File: src/rtl/uart_pkg.sv
// Shared types and constants for the peak-word UART transmitter.
// Holds the serialiser state encoding and the frame layout helpers.
package uart_pkg;

  localparam logic [1:0] ST_IDLE  = 2'd0;
  localparam logic [1:0] ST_START = 2'd1;
  localparam logic [1:0] ST_DATA  = 2'd2;
  localparam logic [1:0] ST_STOP  = 2'd3;

  typedef enum logic [1:0] {
    IDLE  = ST_IDLE,
    START = ST_START,
    DATA  = ST_DATA,
    STOP  = ST_STOP
  } state_t;

  localparam logic [7:0] SYNC_DEFAULT = 8'hA5;
  localparam int         FRAME_BYTES  = 5;

  // Byte idx of the 40-bit shadow, idx 0 being bits [39:32].
  function automatic logic [7:0] frame_byte(
    input logic [39:0] shadow,
    input logic [2:0]  idx
  );
    logic [39:0] s;
    s = shadow << {idx, 3'b000};
    return s[39:32];
  endfunction

endpackage

File: src/rtl/uart_tx_byte.sv
// 8N1 single-byte serialiser, LSB first.
// ready marks a cycle in which load is taken; tx lags the state by one flop.
module uart_tx_byte
  import uart_pkg::*;
#(
  parameter int BAUD_DIV = 434
) (
  input  logic       clock,
  input  logic       reset,
  input  logic       load,
  input  logic [7:0] byte_in,
  output logic       tx,
  output logic       ready
);

  localparam logic [15:0] LAST = 16'(BAUD_DIV - 1);

  state_t      state;
  state_t      state_n;
  logic [15:0] baud;
  logic [15:0] baud_n;
  logic [2:0]  bit_idx;
  logic [2:0]  bit_n;
  logic [7:0]  data;
  logic [7:0]  data_n;
  logic        tick;
  logic        line;

  assign tick  = (baud == LAST);
  assign ready = (state == IDLE) ||
                 ((state == STOP) && tick);

  always_ff @(posedge clock) begin
    if (reset) begin
      state   <= IDLE;
      baud    <= '0;
      bit_idx <= '0;
      data    <= '0;
      tx      <= 1'b1;
    end else begin
      state   <= state_n;
      baud    <= baud_n;
      bit_idx <= bit_n;
      data    <= data_n;
      tx      <= line;
    end
  end

  always_comb begin
    line = 1'b1;
    unique case (1'b1)
      (state == START): line = 1'b0;
      (state == DATA):  line = data[bit_idx];
      default:          line = 1'b1;
    endcase
  end

  // A load in the final stop cycle chains straight into the next start bit.
  always_comb begin
    state_n = state;
    baud_n  = tick ? '0 : baud + 16'd1;
    bit_n   = bit_idx;
    data_n  = data;
    unique case (state)
      IDLE: begin
        baud_n = '0;
        if (load) begin
          state_n = START;
          data_n  = byte_in;
        end
      end
      START: begin
        if (tick) begin
          state_n = DATA;
          bit_n   = '0;
        end
      end
      DATA: begin
        if (tick) begin
          if (bit_idx == 3'd7) state_n = STOP;
          else                 bit_n   = bit_idx + 3'd1;
        end
      end
      STOP: begin
        if (tick) begin
          if (load) begin
            state_n = START;
            data_n  = byte_in;
          end else begin
            state_n = IDLE;
          end
        end
      end
    endcase
  end

endmodule

File: src/rtl/peak_uart_tx.sv
// Frame sequencer: sends {SYNC_BYTE, data_in} as five gapless 8N1 bytes.
// busy spans the accept edge to the last stop cycle; done pulses once after.
module peak_uart_tx
  import uart_pkg::*;
#(
  parameter int         BAUD_DIV  = 434,
  parameter logic [7:0] SYNC_BYTE = SYNC_DEFAULT
) (
  input  logic        clock,
  input  logic        reset,
  input  logic        send,
  input  logic [31:0] data_in,
  output logic        busy,
  output logic        done,
  output logic        tx
);

  localparam logic [2:0] LAST_BYTE = 3'(FRAME_BYTES - 1);

  logic [39:0] shadow;
  logic [2:0]  byte_idx;
  logic        ready;
  logic        accept;
  logic        advance;
  logic        finish;
  logic        load;
  logic [7:0]  byte_in;

  assign accept  = send && !busy;
  assign advance = busy && ready && (byte_idx != LAST_BYTE);
  assign finish  = busy && ready && (byte_idx == LAST_BYTE);
  assign load    = accept || advance;

  // The sync byte goes straight in on accept; the shadow is not loaded yet.
  assign byte_in = accept ? SYNC_BYTE
                          : frame_byte(shadow, byte_idx + 3'd1);

  always_ff @(posedge clock) begin
    if (reset) begin
      busy     <= 1'b0;
      done     <= 1'b0;
      byte_idx <= '0;
      shadow   <= '0;
    end else begin
      done <= finish;
      if (accept) begin
        busy     <= 1'b1;
        byte_idx <= '0;
        shadow   <= {SYNC_BYTE, data_in};
      end else if (advance) begin
        byte_idx <= byte_idx + 3'd1;
      end else if (finish) begin
        busy     <= 1'b0;
        byte_idx <= '0;
      end
    end
  end

  uart_tx_byte #(
    .BAUD_DIV(BAUD_DIV)
  ) u_byte (
    .clock  (clock),
    .reset  (reset),
    .load   (load),
    .byte_in(byte_in),
    .tx     (tx),
    .ready  (ready)
  );

endmodule

File: config.mk
export PLATFORM = sky130hd
export DESIGN_NAME = peak_uart_tx
export DESIGN_NICKNAME = d
export VERILOG_FILES = /design/src/rtl/uart_pkg.sv /design/src/rtl/uart_tx_byte.sv /design/src/rtl/peak_uart_tx.sv
export SDC_FILE = /design/constraint.sdc
export NUM_CORES = 1
export LEC_CHECK = 0
export CORE_MARGIN = 2
export CORE_UTILIZATION = 49
export CTS_BUF_LIST = sky130_fd_sc_hd__clkbuf_4 sky130_fd_sc_hd__clkbuf_8
export CTS_CLUSTER_DIAMETER = 50
export DETAILED_ROUTE_END_ITERATION = 12
export PLACE_DENSITY = 0.82
export REMOVE_ABC_BUFFERS = 1
export SYNTH_ARGS = -nofsm -noshare
export SYNTH_HDL_FRONTEND = slang
export SYNTH_SLANG_ARGS = --single-unit
File: constraint.sdc
create_clock -name clock -period 3 [get_ports clock]
set_input_delay 0.9 -clock clock [delete_from_list [all_inputs] [get_ports clock]]
set_output_delay 0.9 -clock clock [all_outputs]
set_load 0.01 [all_outputs]
Word level (Yosys, flattened, before mapping)
Cells that the tools add are included.
{ "totals": {"rom_bits": 0, "inputBits": 35, "register_bits": 68, "wordCells": 70, "n_memories": 0, "out_inout_bits": 3, "latchBits": 0, "ramBits": 0} }
{ "classes": {"order_cmp": 1, "bitwise": 0, "add_sub_neg": 3, "reduce_logical": 19, "mux": 23, "mul": 0, "n_eq_ne": 14, "n_div": 0, "shift": 1} }
{ "ops": {"columns": ["cell", "count"], "rows": [
  ["40-bit by 6-bit << shifter with 40-bit output", 1],
  ["8-bit two-way mux", 3],
  ["16-bit by 1-bit adder with 16-bit output (second input constant)", 1],
  ["16-bit by 9-bit equality test with 1-bit output (second input constant)", 1],
  ["8-bit case mux with 2 select lines", 1],
  ["3-bit two-way mux", 5],
  ["2-bit two-way mux", 5],
  ["2-bit inequality test (second input constant)", 4],
  ["2-bit case mux with 4 select lines", 1],
  ["2-bit nonzero test", 4],
  ["3-bit by 1-bit adder with 3-bit output (second input constant)", 2],
  ["3-bit equality test (second input constant)", 2],
  ["2-bit by 1-bit inequality test with 1-bit output (second input constant)", 3],
  ["3-bit case mux with 2 select lines", 1],
  ["1-bit logical AND", 5],
  ["1-bit two-way mux", 5],
  ["5-bit AND reduction", 1],
  ["2-bit equality test (second input constant)", 2],
  ["3-bit by 4-bit < comparator with 1-bit output (second input constant)", 1],
  ["2-bit AND reduction", 2],
  ["4-bit AND reduction", 1],
  ["1-bit binary-select mux with 3-bit select", 1],
  ["3-bit inequality test (second input constant)", 1],
  ["3-bit OR reduction", 1],
  ["6 further kinds", 7]
]} }

Depth between registers and ports, before layout
Gate-level depths: netlist (run 1).
{ "depth": {"depth_word": 9, "mapped_depth": 9} }

Modules after synthesis
From an unflattened synthesis (run 1), not the netlist that was laid out.
{ "unflattened": {"hier_cells": 414, "hier_area_um2": 3475.8} }
{ "modules_own_cells": {"columns": ["module", "area_each_um2", "seq_area_each_um2", "n_inst", "cells_per_inst"], "rows": [
  ["uart_tx_byte", 1745.4, 600.6, 1, 199],
  ["peak_uart_tx", 1730.4, 760.7, 1, 215]
]} }

Worst setup path before layout (run 1)
OpenSTA, ideal clock, no wires.
{ "synth_path": {"kind": "flip-flop to flip-flop", "from": "reg byte_idx[0]", "to": "reg u_byte.data[2]", "required_time_ns": 2.860, "path_buffers": 3, "slack_ns": 0.806, "stages_incl_launch_ff": 10, "arrival_ns": 2.054, "setup_time_ns": 0.140, "path_cell_list": "dfxtp_1 -> clkbuf_1 -> inv_1 -> ha_1 -> clkbuf_1 -> buf_2 -> mux2i_1 -> o21ai_0 -> a222oi_1 -> a221oi_1"} }
{ "synth_between": {"elab_chain_cells": 6} }
{ "synth_lines": {"columns": ["element", "line_no", "rtl"], "rows": [
  ["from (decl)", "peak_uart_tx.sv:21", "logic [2:0] byte_idx;"],
  ["from (signal assigned)", "peak_uart_tx.sv:51", "byte_idx <= byte_idx + 3'd1;"],
  ["3-bit by 1-bit adder with 3-bit output or 3-bit inequality test (tied branches)", "peak_uart_tx.sv:36, peak_uart_tx.sv:30", null],
  ["40-bit by 6-bit << shifter with 40-bit output or 1-bit logical AND (tied branches)", "uart_pkg.sv:26, peak_uart_tx.sv:30", null],
  ["8-bit two-way mux or 1-bit logical OR (tied branches)", "peak_uart_tx.sv:35, peak_uart_tx.sv:32", null],
  ["8-bit two-way mux *", "uart_tx_byte.sv:67, uart_tx_byte.sv:86", null],
  ["8-bit two-way mux", "uart_tx_byte.sv:85", "if (tick) begin"],
  ["8-bit case mux with 2 select lines *", "uart_tx_byte.sv:64", "unique case (state)"],
  ["to (signal assigned)", "uart_tx_byte.sv:44", "data <= data_n;"],
  ["to (decl)", "uart_tx_byte.sv:24", "logic [7:0] data;"]
]} }
Mark *: on every way between the ends. The rest lies on a longest branch, timed or not. The select of a mux whose other input is x is not followed.
A chain may end at the register's enable or synchronous reset.

Final worst setup path (run 1)
{ "layout_path": {"from": "reg busy", "to": "out busy"} }
{ "layout_rtl": {"columns": ["element", "line_no", "rtl"], "rows": [
  ["from (decl)", "peak_uart_tx.sv:13", "output logic busy,"],
  ["from (signal assigned)", "peak_uart_tx.sv:40", "busy <= 1'b0;"],
  ["from (signal assigned)", "peak_uart_tx.sv:47", "busy <= 1'b1;"],
  ["from (signal assigned)", "peak_uart_tx.sv:53", "busy <= 1'b0;"]
]} }
No word-level cell between the ends.

==> results of run 1 <==
-- per-stage QoR --
stage	total power [W]	area (um^2)	util (%)	instances	setup WS, ns
floorplan	0.001389	3134	-	359	0.1528
global placement	0.001533	3656	57.58	480	0.6018
detailed placement	0.001551	3656	57.58	480	0.5386
CTS	0.002498	3909	61.56	496	0.6294
global route	0.002606	3909	61.56	496	0.5897
finish	0.002488	3909	61.56	496	0.6610
-- power groups by stage --
| stage | Sequential (W) | Clock, W | Combinational (W) |
|---|---|---|---|
| floorplan | 0.00103 | 0 | 0.000354 |
| global placement | 0.00104 | 0 | 0.000497 |
| detailed placement | 0.00104 | 0 | 0.000513 |
| CTS | 0.00102 | 0.000966 | 0.000514 |
| global route | 0.00103 | 0.00100 | 0.000578 |
| finish | 0.00102 | 0.000951 | 0.000517 |
-- placed cells by master (no fill, tap or decap), drive strengths merged --
cell type and count:
a2111oi 1, a21oi 35, a221oi 4, a222oi 4
a311oi 2, a31o 1, a31oi 5, a32o 1
and2 4, and4 3, buf 7, bufinv 3
clkbuf 11, clkdlybuf4s50 37, clkinv 1, dfxtp 68
ha 11, inv 12, mux2i 19, mux4 2
nand2 85, nand2b 6, nand3 12, nand4 4
nand4b 1, nor2 31, nor2b 6, nor3 2
nor3b 1, nor4b 3, o21a 2, o21ai 12
o221a 1, o22ai 1, o31ai 1, o32ai 1
or2 2, or3 1, xnor2 7, xor2 9
-- cells by family after synthesis --
kind of cell               share of synthesized area, %
muxes                                             7.292
DFF                                               42.20
AOI/OAI and AO/OA                                 14.66
buffers and inverters                             4.112
and+or+nand+nor                                   22.89
adders and majority gates                         4.267
xor gates and xnor gates                          4.577
-- flip-flops by register name (all words and copies together) (netlist names) --
name            count
shadow             33
u_byte.state        2
byte_idx            3
u_byte.data         8
done                1
busy                1
u_byte.bit_idx      3
u_byte.baud        16
u_byte.tx           1
-- per-layer routing --
metal	track usage, %	part of all wire [%]	wire [um]
met3	4.864	4.2	277
met4	8.658	1.8	119
met1	22.62	44	2912
met5	0	0	0
met2	33.59	50	3250
-- layout make-up --
| type | instances | area [um^2] | share of cell area (%) |
|---|---|---|---|
| Clock buffer | 11 | 145.1 | 3.713 |
| Clock inverter | 5 | 107.6 | 2.753 |
| Inverter | 11 | 41.29 | 1.056 |
| Multi-Input combinational cell | 280 | 1734 | 44.37 |
| Sequential cell | 68 | 1361 | 34.83 |
| Tap cell | 77 | 96.34 | 2.465 |
| Timing Repair Buffer | 44 | 422.9 | 10.82 |
-- worst paths after layout --
check,end
worst max-delay path,busy
worst min-delay path,shadow[28]
worst max register to register,u_byte.data[7]
worst min register to register,shadow[28]
==> results.ini, run 1 <==
[floorplan]
rows=29
io-pin-count=38
die_h_um=85.14
fp.dieW_um=85.14
initial_utilization_pct=50.80
coreArea_um2=6350
dieArea_um2=7248

[timing]
finalSetupViolations=0
hold_viol_final=0
setup_tns_ns=0
fin_crit_ns=2.339
clock_skew_ns=0.008782
max_freq_mhz=427.5
fin_crit_sh_pct=77.97
drv_slew=0
slew_headroom_pct=63.37
worst_pin_slew_ns=0.5495
rsz0062_at_grt=no
holdWs_ns=0.4546

[finish]
drive_gt1_share_pct=8.831
area_delta_synth_final_pct=21.18
finalNetCount=460
nFillCells=529
antenna_cells=0

[clock_tree]
cts.sinks=68
cts_resized=0
clk_pin_slew_worst_paths_ns=0.07
cts_buffer_depth=2
cts.root.buffer_cell=clkbuf_8
hold_buffers=0
cts_buffers=9
clk_latency_ns=0.35
h-tree-depth=3
cts_setup_buffers=0
cts_tree=done

[setup_path]
slowest_delay_ns=0.60
cp.depth=1
start_kind=register
cp_slowest_cell=clkdlybuf4s50_1
reg2reg_slack_ns=0.94
path_cells=clkdlybuf4s50_1
critical_path_arrival_ns=1.44
endpoint_kind=output pin
crit_type=reg2out
critical-path-top-delay-family=buffers and inverters
r2r_start=byte_idx[0]
worstPathMaxFanout=10
critPathLaunch=busy
required_ns=2.10
reg2reg_depth=7
crit_buf_inv=1

[pwr]
p_sw_w=0.0006943
vdd_drop_max_mv=0.5767
sw_frac_of_total_pct=27.91
seqPwrFrac_pct=41.0
power_leakage_nw=1.398
power.density_nw_per_um2=636.4
power_frac_comb_pct=20.8
power.share.clock_pct=38.2
internal_power_w=0.001793

[outcome]
status=complete, no violations

[placed_design]
hpwl_um=4554
port_buffers=37
gp_congestion=0.7879

[synth]
synth_edf_count=0
yosysMostFrequentCell=nand2_1
synth_area_leader_cell=dfxtp_1
ys_async_sr_fraction_pct=0
synth_cell_type_count=44
synthTopCellsByArea=dfxtp_1 (42%), nand2_1 (9.9%), mux2i_1 (5.9%)
ys_seq_area_share_pct=42.20
synth_flop_cell=dfxtp_1
avgSynthCellArea_um2=8.444
postSynthCellCount=382
synth_seq_cells=68
ys_top_cells_by_count=nand2_1 (85), dfxtp_1 (68), a21oi_1 (35)
syn_area_um2=3226
yosysTopAreaCellShare_pct=42.20
yosysWarnings=0

[min_path]
min_delay_path_depth=2
min_from=shadow[28]
min_path_type=reg2reg

[grt]
grt_first_pass_wirelength_um=11310
grt_usage_pct=19.42
first_global_vias=2618
gr-total-overflow=0
grt_max_degree=35
antenna_found_initial=0

[detailed_routing]
remaining_drc_errors=0
drtPass1Iterations=7
antenna_left=0
routed_wl_um=6559
viasPerCell=5.403
routedWlPerCell_um=13.22
drt_iter0_drc=170
num_vias=2680

[flow_run]
drv_cap=0

(Power assumes the default switching activity.)
==> run 2, diff against run 1 <==
PLACE_DENSITY = 0.85   (was 0.82)
clock period = 2.13 ns   (was 3 ns; I/O delays follow)
==> run 2 against run 1 <==
  * Non-clock buffer count increased by 5
  * Via count increased by 0.97%
  * Critical path type is now reg2reg
  * Sequential share of layout area decreased by 0.30 points
  * Register-to-register slack got worse by 0.77 ns
  * Flip-flop and latch count unchanged
  * Worst setup slack got worse by 0.50 ns
  * Worst hold slack improved by 0.0067 ns
  * First-iteration DRC count decreased by 8.8%
==> results.ini, run 2 (synthesis gave the netlist of run 1 again) <==
[outcome]
status=complete, no violations  ; unchanged

[clock_tree]
cts_resized=0  ; unchanged
cts_setup_buffers=0  ; unchanged
clk_pin_slew_worst_paths_ns=0.08  ; was 0.07 ns
cts_buffer_depth=2  ; unchanged
hold_buffers=0  ; unchanged
cts_tree=done  ; unchanged
cts.sinks=68  ; unchanged
clk_latency_ns=0.36  ; was 0.35 ns
cts_buffers=9  ; unchanged
h-tree-depth=3  ; unchanged
cts.root.buffer_cell=clkbuf_8  ; unchanged

[grt]
grt_usage_pct=19.29  ; was 19.42%
gr-total-overflow=0  ; unchanged
grt_first_pass_wirelength_um=11220  ; was 11310 um
grt_max_degree=35  ; unchanged
antenna_found_initial=0  ; unchanged
first_global_vias=2598  ; was 2618

[detailed_routing]
drt_iter0_drc=155  ; was 170
viasPerCell=5.401  ; was 5.403
drtPass1Iterations=5  ; was 7
remaining_drc_errors=0  ; unchanged
routedWlPerCell_um=13.35  ; was 13.22 um
num_vias=2706  ; was 2680
antenna_left=0  ; unchanged
routed_wl_um=6690  ; was 6559 um

[timing]
max_freq_mhz=509.0
setup_slack_ns=0.1655  ; was 0.6610 ns
fin_crit_ns=1.964
drv_slew=0  ; unchanged
rsz0062_at_grt=no  ; unchanged
clock_skew_ns=0.01259  ; was 0.008782 ns
finalSetupViolations=0  ; unchanged
worst_pin_slew_ns=0.5135  ; was 0.5495 ns
slew_headroom_pct=65.64  ; was 63.37%
fin_crit_sh_pct=92.23
setup_tns_ns=0  ; unchanged
hold_viol_final=0  ; unchanged
holdWs_ns=0.4613  ; was 0.4546 ns

[setup_path]
start_kind=register  ; unchanged
crit_type=reg2reg  ; was reg2out
reg2reg_slack_ns=0.17  ; was 0.94 ns
r2r_start=byte_idx[0]  ; unchanged
critical_path_arrival_ns=2.18  ; was 1.44 ns
reg2reg_to=u_byte.data[0]  ; was u_byte.data[7]
worstPathMaxFanout=8  ; was 10
reg2reg_depth=6  ; was 7
endpoint_kind=register  ; was output pin
critPathLaunch=byte_idx[0]  ; was busy
required_ns=2.35  ; was 2.10 ns

[finish]
finalNetCount=465  ; was 460
final_common_cell=nand2_1  ; unchanged
final_cell_mix=nand2_1 (85), dfxtp_1 (68), clkdlybuf4s50_1 (37)  ; unchanged
reg.largest.list=shadow x33, u_byte.baud x16, u_byte.data x8  ; unchanged
antenna_cells=0  ; unchanged
area_delta_synth_final_pct=22.23  ; was 21.18%
regMostFlops=shadow  ; unchanged
drive_gt1_share_pct=10.38  ; was 8.831%
largest_reg_flops=33  ; unchanged
utilization_pct=62.09  ; was 61.56%

[min_path]
min_path_type=reg2reg  ; unchanged
worstHoldEndpoint=shadow[1]  ; was shadow[28]
min_delay_path_depth=2  ; unchanged
min_from=shadow[1]  ; was shadow[28]

[pwr]
power.density_nw_per_um2=873.1  ; was 636.4 nW/um^2
power_w=0.003442  ; was 0.002488 W
power_leakage_nw=1.413  ; was 1.398 nW
vdd_drop_max_mv=0.5301  ; was 0.5767 mV

[floorplan]
initial_utilization_pct=50.80  ; unchanged
fp.dieW_um=85.14  ; unchanged
coreArea_um2=6350  ; unchanged
io-pin-count=38  ; unchanged
dieArea_um2=7248  ; unchanged
rows=29  ; unchanged
die_h_um=85.14  ; unchanged

[flow_run]
drv_cap=0  ; unchanged

[placed_design]
port_buffers=37  ; unchanged
hpwl_um=4697  ; was 4554 um
gp_congestion=0.8145  ; was 0.7879
place_ws_ns=0.01539  ; was 0.5386 ns

## run 2: area by class of cell
| class | count | area, um^2 |
|---|---|---|
| clock buffer | 9 | 123.9 |
| clock inverter | 7 | 105.1 |
| fill | 518 | 2407 |
| inverter | 11 | 41.29 |
| multi-input combinational | 280 | 1742 |
| sequential | 68 | 1361 |
| tap | 77 | 96.34 |
| timing repair buffer | 49 | 473.0 |
## run 2: worst max-delay path by stage
stage	slack [ns]	to	cells past startpoint
2_1_floorplan	-0.46	byte_idx[2]	3
4_1_cts	0.14	u_byte.data[0]	6
6_report	0.17	u_byte.data[0]	6
5_1_grt	0.07	u_byte.data[0]	6
3_5_place_dp	0.02	u_byte.baud[5]	3
3_3_place_gp	0.04	u_byte.data[1]	7
## run 2: where the power goes
| group | total [W] | switching [W] | internal, W |
|---|---|---|---|
| combinational | 0.000773 | 0.000417 | 0.000357 |
| sequential | 0.00144 | 0.0000646 | 0.00137 |
| clock | 0.00123 | 0.000555 | 0.000679 |
## run 2: routing by layer
| metal | GRT usage, % | wire (um) | vias to the layer above |
|---|---|---|---|
| met4 | 9.235 | 124 | 0 |
| li1 | - | - | 1377 |
| met2 | 32.74 | 3290 | 50 |
| met3 | 4.086 | 289 | 11 |
| met5 | 0 | 0 | - |
| met1 | 23.21 | 2986 | 1268 |
## run 2: stage by stage
step	instances	instance area, um^2
after floorplan	359	3134
after global placement	485	3706
after detailed placement	485	3706
after CTS	501	3935
after global routing	501	3943
final	501	3943
## run 2: worst max-delay path, cell delays in order (launching register included)
cell and delay, ns:
dfxtp_1 0.38, inv_1 0.07, ha_1 0.54, mux2i_1 0.27
o21ai_0 0.12, a222oi_1 0.32, a221oi_1 0.13
